<file path="config.mk">
export PLATFORM = sky130hd
export DESIGN_NAME = demux_1x2_simple_seq
export DESIGN_NICKNAME = d
export VERILOG_FILES = /design/src/rtl/noc_pkg.sv /design/src/rtl/fifo_sync_seq.sv /design/src/rtl/demux_1x2_simple_seq.sv
export SDC_FILE = /design/constraint.sdc
export NUM_CORES = 1
export LEC_CHECK = 0
export CORE_MARGIN = 1
export CORE_UTILIZATION = 55
export CTS_BUF_LIST = sky130_fd_sc_hd__clkbuf_2
export DETAILED_ROUTE_END_ITERATION = 10
export GPL_ROUTABILITY_DRIVEN = 1
export PLACE_DENSITY = 0.82
export SYNTH_ARGS = -nofsm -noshare
export SYNTH_HDL_FRONTEND = slang
export SYNTH_SLANG_ARGS = --single-unit
export TNS_END_PERCENT = 50
</file>
<file path="constraint.sdc">
create_clock -name clk -period 4.3 [get_ports clk]
set_input_delay 0.43 -clock clk [delete_from_list [all_inputs] [get_ports clk]]
set_output_delay 0.43 -clock clk [all_outputs]
set_load 0.01 [all_outputs]
</file>
<file path="src/rtl/noc_pkg.sv">
// Shared NoC definitions: routing command encodings and default payload width.
package noc_pkg;

    localparam int DATA_WIDTH_DEF = 32;

    typedef enum logic [1:0] {
        CMD_DROP  = 2'b00,
        CMD_LOW   = 2'b01,
        CMD_HIGH  = 2'b10,
        CMD_BCAST = 2'b11
    } cmd_e;

endpackage

</file>
<file path="src/rtl/fifo_sync_seq.sv">
// Single-clock FIFO with registered storage, occupancy count and zeroed output when empty.
module fifo_sync_seq #(
    parameter int DATA_WIDTH = 32,
    parameter int FIFO_DEPTH = 2
) (
    input  logic                          clk,
    input  logic                          rst,
    input  logic                          i_push,
    input  logic [DATA_WIDTH-1:0]         i_din,
    input  logic                          i_pop,
    output logic [DATA_WIDTH-1:0]         o_dout,
    output logic                          o_empty,
    output logic [$clog2(FIFO_DEPTH):0]   o_count
);

    localparam int AW = $clog2(FIFO_DEPTH);
    localparam logic [AW:0] DEPTH_C = (AW+1)'(FIFO_DEPTH);

    logic [DATA_WIDTH-1:0] r_mem [FIFO_DEPTH];
    logic [AW-1:0]         r_wr_ptr;
    logic [AW-1:0]         r_rd_ptr;
    logic [AW:0]           r_count;
    logic                  w_full;
    logic                  w_push;
    logic                  w_pop;

    assign w_full  = (r_count == DEPTH_C);
    assign o_empty = (r_count == '0);
    assign o_count = r_count;
    // A full FIFO refuses a push even when it pops in the same cycle.
    assign w_push  = i_push & ~w_full;
    assign w_pop   = i_pop & ~o_empty;
    assign o_dout  = o_empty ? '0 : r_mem[r_rd_ptr];

    always_ff @(posedge clk) begin
        if (w_push) begin
            r_mem[r_wr_ptr] <= i_din;
        end
    end

    // Power-of-two depth lets the pointers wrap by plain overflow.
    always_ff @(posedge clk) begin
        if (rst) begin
            r_wr_ptr <= '0;
            r_rd_ptr <= '0;
            r_count  <= '0;
        end else begin
            if (w_push) r_wr_ptr <= r_wr_ptr + 1'b1;
            if (w_pop)  r_rd_ptr <= r_rd_ptr + 1'b1;
            case ({w_push, w_pop})
                2'b10:   r_count <= r_count + 1'b1;
                2'b01:   r_count <= r_count - 1'b1;
                default: r_count <= r_count;
            endcase
        end
    end

endmodule

</file>
<file path="src/rtl/demux_1x2_simple_seq.sv">
// 1-to-2 demultiplexer with per-branch FIFOs: drop, unicast low/high, or atomic multicast.
module demux_1x2_simple_seq
    import noc_pkg::*;
#(
    parameter int DATA_WIDTH    = DATA_WIDTH_DEF,
    parameter int COMMAND_WIDTH = 2,
    parameter int FIFO_DEPTH    = 2
) (
    input  logic                      clk,
    input  logic                      rst,
    input  logic                      i_valid,
    input  logic [DATA_WIDTH-1:0]     i_data_bus,
    output logic                      o_ready,
    input  logic                      i_en,
    input  logic [COMMAND_WIDTH-1:0]  i_cmd,
    output logic [1:0]                o_valid,
    output logic [2*DATA_WIDTH-1:0]   o_data_bus,
    input  logic [1:0]                i_ready
);

    localparam int CW = $clog2(FIFO_DEPTH);
    localparam logic [CW:0] DEPTH_C = (CW+1)'(FIFO_DEPTH);

    logic [1:0]                 w_cmd;
    logic [1:0]                 w_tgt;
    logic [1:0]                 w_room;
    logic [1:0]                 w_push;
    logic [1:0]                 w_pop;
    logic [1:0]                 w_empty;
    logic [1:0][CW:0]           w_count;
    logic [1:0][DATA_WIDTH-1:0] w_dout;
    logic                       w_fire;

    assign w_cmd = i_cmd[1:0];

    always_comb begin
        w_tgt = 2'b00;
        case (w_cmd)
            CMD_LOW:   w_tgt = 2'b01;
            CMD_HIGH:  w_tgt = 2'b10;
            CMD_BCAST: w_tgt = 2'b11;
            default:   w_tgt = 2'b00;
        endcase
    end

    // Every targeted branch must have room, so multicast never half-pushes.
    assign o_ready = ~rst & i_en & (&(w_room | ~w_tgt));
    assign w_fire  = i_valid & o_ready;

    for (genvar b = 0; b < 2; b++) begin : g_br
        assign w_room[b]  = (w_count[b] < DEPTH_C);
        assign w_push[b]  = w_fire & w_tgt[b];
        assign w_pop[b]   = o_valid[b] & i_ready[b];
        assign o_valid[b] = ~w_empty[b];
        assign o_data_bus[b*DATA_WIDTH +: DATA_WIDTH] = o_valid[b] ? w_dout[b] : '0;

        fifo_sync_seq #(
            .DATA_WIDTH (DATA_WIDTH),
            .FIFO_DEPTH (FIFO_DEPTH)
        ) u_fifo (
            .clk     (clk),
            .rst     (rst),
            .i_push  (w_push[b]),
            .i_din   (i_data_bus),
            .i_pop   (w_pop[b]),
            .o_dout  (w_dout[b]),
            .o_empty (w_empty[b]),
            .o_count (w_count[b])
        );
    end

endmodule
</file>
==> flow_summary.ini <==
[outcome]
status = finished, final reports clean

[synthesis]
yosysSeqAreaShare = 0.768
muxShareOfSynthArea = 0.125
synth_top_area_share = 0.730
synthAdderAreaFrac = 0.00475
syn_avg_cell_area_um2 = 16.0
synth_cells = 329
synth_cell_types = 20
ys_ff_latch = 138
yosys_warnings = 0
synth_area_um2 = 5270
synth_area_leader_cell = edfxtp_1
synth_compound_area_frac = 0.00570
synth_top_family_by_area = multiplexers
synth_xor_area_frac = 0.00998
synthesis.nets = 371
synth_simple_gate_area_frac = 0.0691
synth.area.top_cells = edfxtp_1 73%, mux2i_1 13%, nor2_1 5.5%

[cells_and_area]
stdcell_count = 582
antenna_cells = 0
fin_nets = 482
layout-drive-gt1-share = 0.0927
postLayoutCellArea_um2 = 6730
synthToLayoutAreaGrowth_pct = 27.8
fin_util = 0.729

[place]
gp_congestion = 0.694
hpwl_um = 6130
port_buffers = 106
placed_cells = 550
placed_cell_area_um2 = 6470

[drt]
via_count = 2968
drt-wirelength-per-cell_um = 16.7
vias_per_cell = 5.10
totalWireLength_um = 9740
ant_nets = 0
route.detailed.drc = 0
first_iter_violations = 206
drt-pass1-iter-count = 4

[timing]
hold_slack_ns = 0.370
period_minus_slack_ns = 3.12
setup_viol = 0
hold_viol_final = 0
post-route-period-util = 0.726
maxSlewHeadroom = 0.313
fmax_ghz = 0.320
finClkSkew_ns = 0.0310
rsz0062_at_grt = no
maxSlewViolCount = 0
worstMarginPinSlew_ns = 1.03
setup_tns_ns = 0

[cts]
cts_tree = yes
cts.repair.resized = 0
cts_root_buf = clkbuf_2
clkSinkCount = 138
clk_pin_slew_ns = 0.21
post-cts-setup-buffer-count = 0
insertion_delay_ns = 0.66
cts_buffers = 17
postCtsHoldBufs = 0
clock_path_buffers = 2
cts_htree_levels = 4

[power_and_ir_drop]
powerDensity_nw_per_um2 = 393
p_leak_nw = 2.15
vdd_ir_drop_max_mv = 0.264

[hold_path]
holdCritPathClass = in -> reg
min_from = i_data_bus[19]
hold_path_depth = 1
whs_endpoint = g_br[0].u_fifo.r_mem[1][19]$_DFFE_PP_

[setup_path]
cp-start-kind = flop
arrival_ns = 2.69
rr_endpoint = g_br[1].u_fifo.r_mem[1][16]$_DFFE_PP_
worstSetupEndpointType = output pin
timing.rr.start = g_br[0].u_fifo.o_count[1]$_SDFFE_PP0P_
rr_worst_depth = 3
crit_fanout = 32
critPathKind = reg -> out
r2r_setup_slack_ns = 1.91
crit_required_ns = 3.87

[floorplan]
core_area_um2 = 9240
die_h_um = 99.9
dieArea_um2 = 9970
pin_count = 107
rows = 35
initial_core_util = 0.570
die_w_um = 99.9

[grt]
grt_usage = 0.206
grt_max_degree = 33
overflow = 0
grt_first_pass_wirelength_um = 14900
grt_pass1_vias = 2962
antenna_found_initial = 0

[run]
timing.max_cap.violations = 0
## area by class of cell
class / instances / area [um^2]
sequential: 138 / 4050
tap: 129 / 161
clock inverter: 15 / 175
clock buffer: 17 / 85.1
multi-input combinational: 169 / 1170
timing repair buffer: 108 / 1080
fill: 586 / 2510
inverter: 6 / 22.5
## cells in the mapped netlist
cell type  instances
nand2_1            3
o21ai_0            4
a21oi_1            2
xor2_1             4
xnor2_1            2
nand4_1            1
nand2b_1           2
nor2b_1            1
dfxtp_1           10
buf_2              7
or4b_1             1
mux2i_1           66
nor2_1            77
inv_1              6
and2_4             1
ha_1               2
clkbuf_1           9
and2b_1            1
or3_1              2
edfxtp_1         128
## worst max-delay path by stage
stage / slack [ns] / end / depth (start not counted)
floorplan: 1.32 / g_br[1].u_fifo.r_mem[0][0]$_DFFE_PP_ / 4
global placement: 1.26 / g_br[1].u_fifo.r_mem[0][14]$_DFFE_PP_ / 4
detailed placement: 1.19 / g_br[1].u_fifo.r_mem[0][14]$_DFFE_PP_ / 4
CTS: 1.11 / o_data_bus[12] / 3
global route: 1.0 / o_data_bus[15] / 3
finish: 1.18 / o_data_bus[0] / 3
## logic make-up after synthesis
| logic type | count (synthesis) |
|---|---|
| multiplexers | 66 |
| AO/OA/AOI/OAI | 6 |
| flip-flops | 138 |
| adder cells (fa/ha/maj) | 2 |
| buffers and inverters | 22 |
| AND/OR/NAND/NOR | 89 |
| XOR/XNOR | 6 |
## metrics by stage
step	setup WS, ns	total power (W)
6_report	1.18	0.00265
5_1_grt	0.996	0.00274
4_1_cts	1.11	0.00267
3_5_place_dp	1.19	0.00189
3_3_place_gp	1.26	0.00189
2_1_floorplan	1.32	0.00170
## placed cells by master (no fill, tap or decap), types with 3 or more instances in the layout
| cell | instances |
|---|---|
| o21ai_0 | 4 |
| clkinv_4 | 4 |
| clkinvlp_4 | 3 |
| inv_1 | 6 |
| mux2i_1 | 66 |
| dfxtp_1 | 8 |
| nor2_4 | 4 |
| clkinv_2 | 3 |
| clkbuf_2 | 17 |
| xor2_1 | 4 |
| edfxtp_1 | 128 |
| nand2_1 | 3 |
| nor2_1 | 71 |
| bufinv_16 | 3 |
| clkdlybuf4s50_1 | 106 |
## registers in the layout (all words and copies together) (netlist names), named ones only
name / flops
g_br.u_fifo.o_count: 4
g_br.u_fifo.r_rd_ptr: 2
g_br.u_fifo.r_wr_ptr: 2
g_br.u_fifo.r_mem: 128
## layer usage
layer,vias up,share of wire,global-route usage
met2,104,0.52,0.344
met3,17,0.058,0.0571
met1,1426,0.41,0.250
li1,1421,-,-
met5,-,0,0
met4,0,0.015,0.0973
## worst max-delay path: stages (launching register included)
cell,delay (ns)
dfxtp_2,1.03
mux2i_1,0.17
nor2_1,0.21
clkdlybuf4s50_1,0.57
## report_power, final
part,leakage [nW],total (W),internal (W),switching (W)
combinational,0.767,0.000337,0.000184,0.000152
clock,0.148,0.000784,0.000323,0.000461
sequential,1.24,0.00153,0.00149,0.0000375
total,2.15,0.00265,0.00200,0.000651
Power figures use the tool's default switching activity.
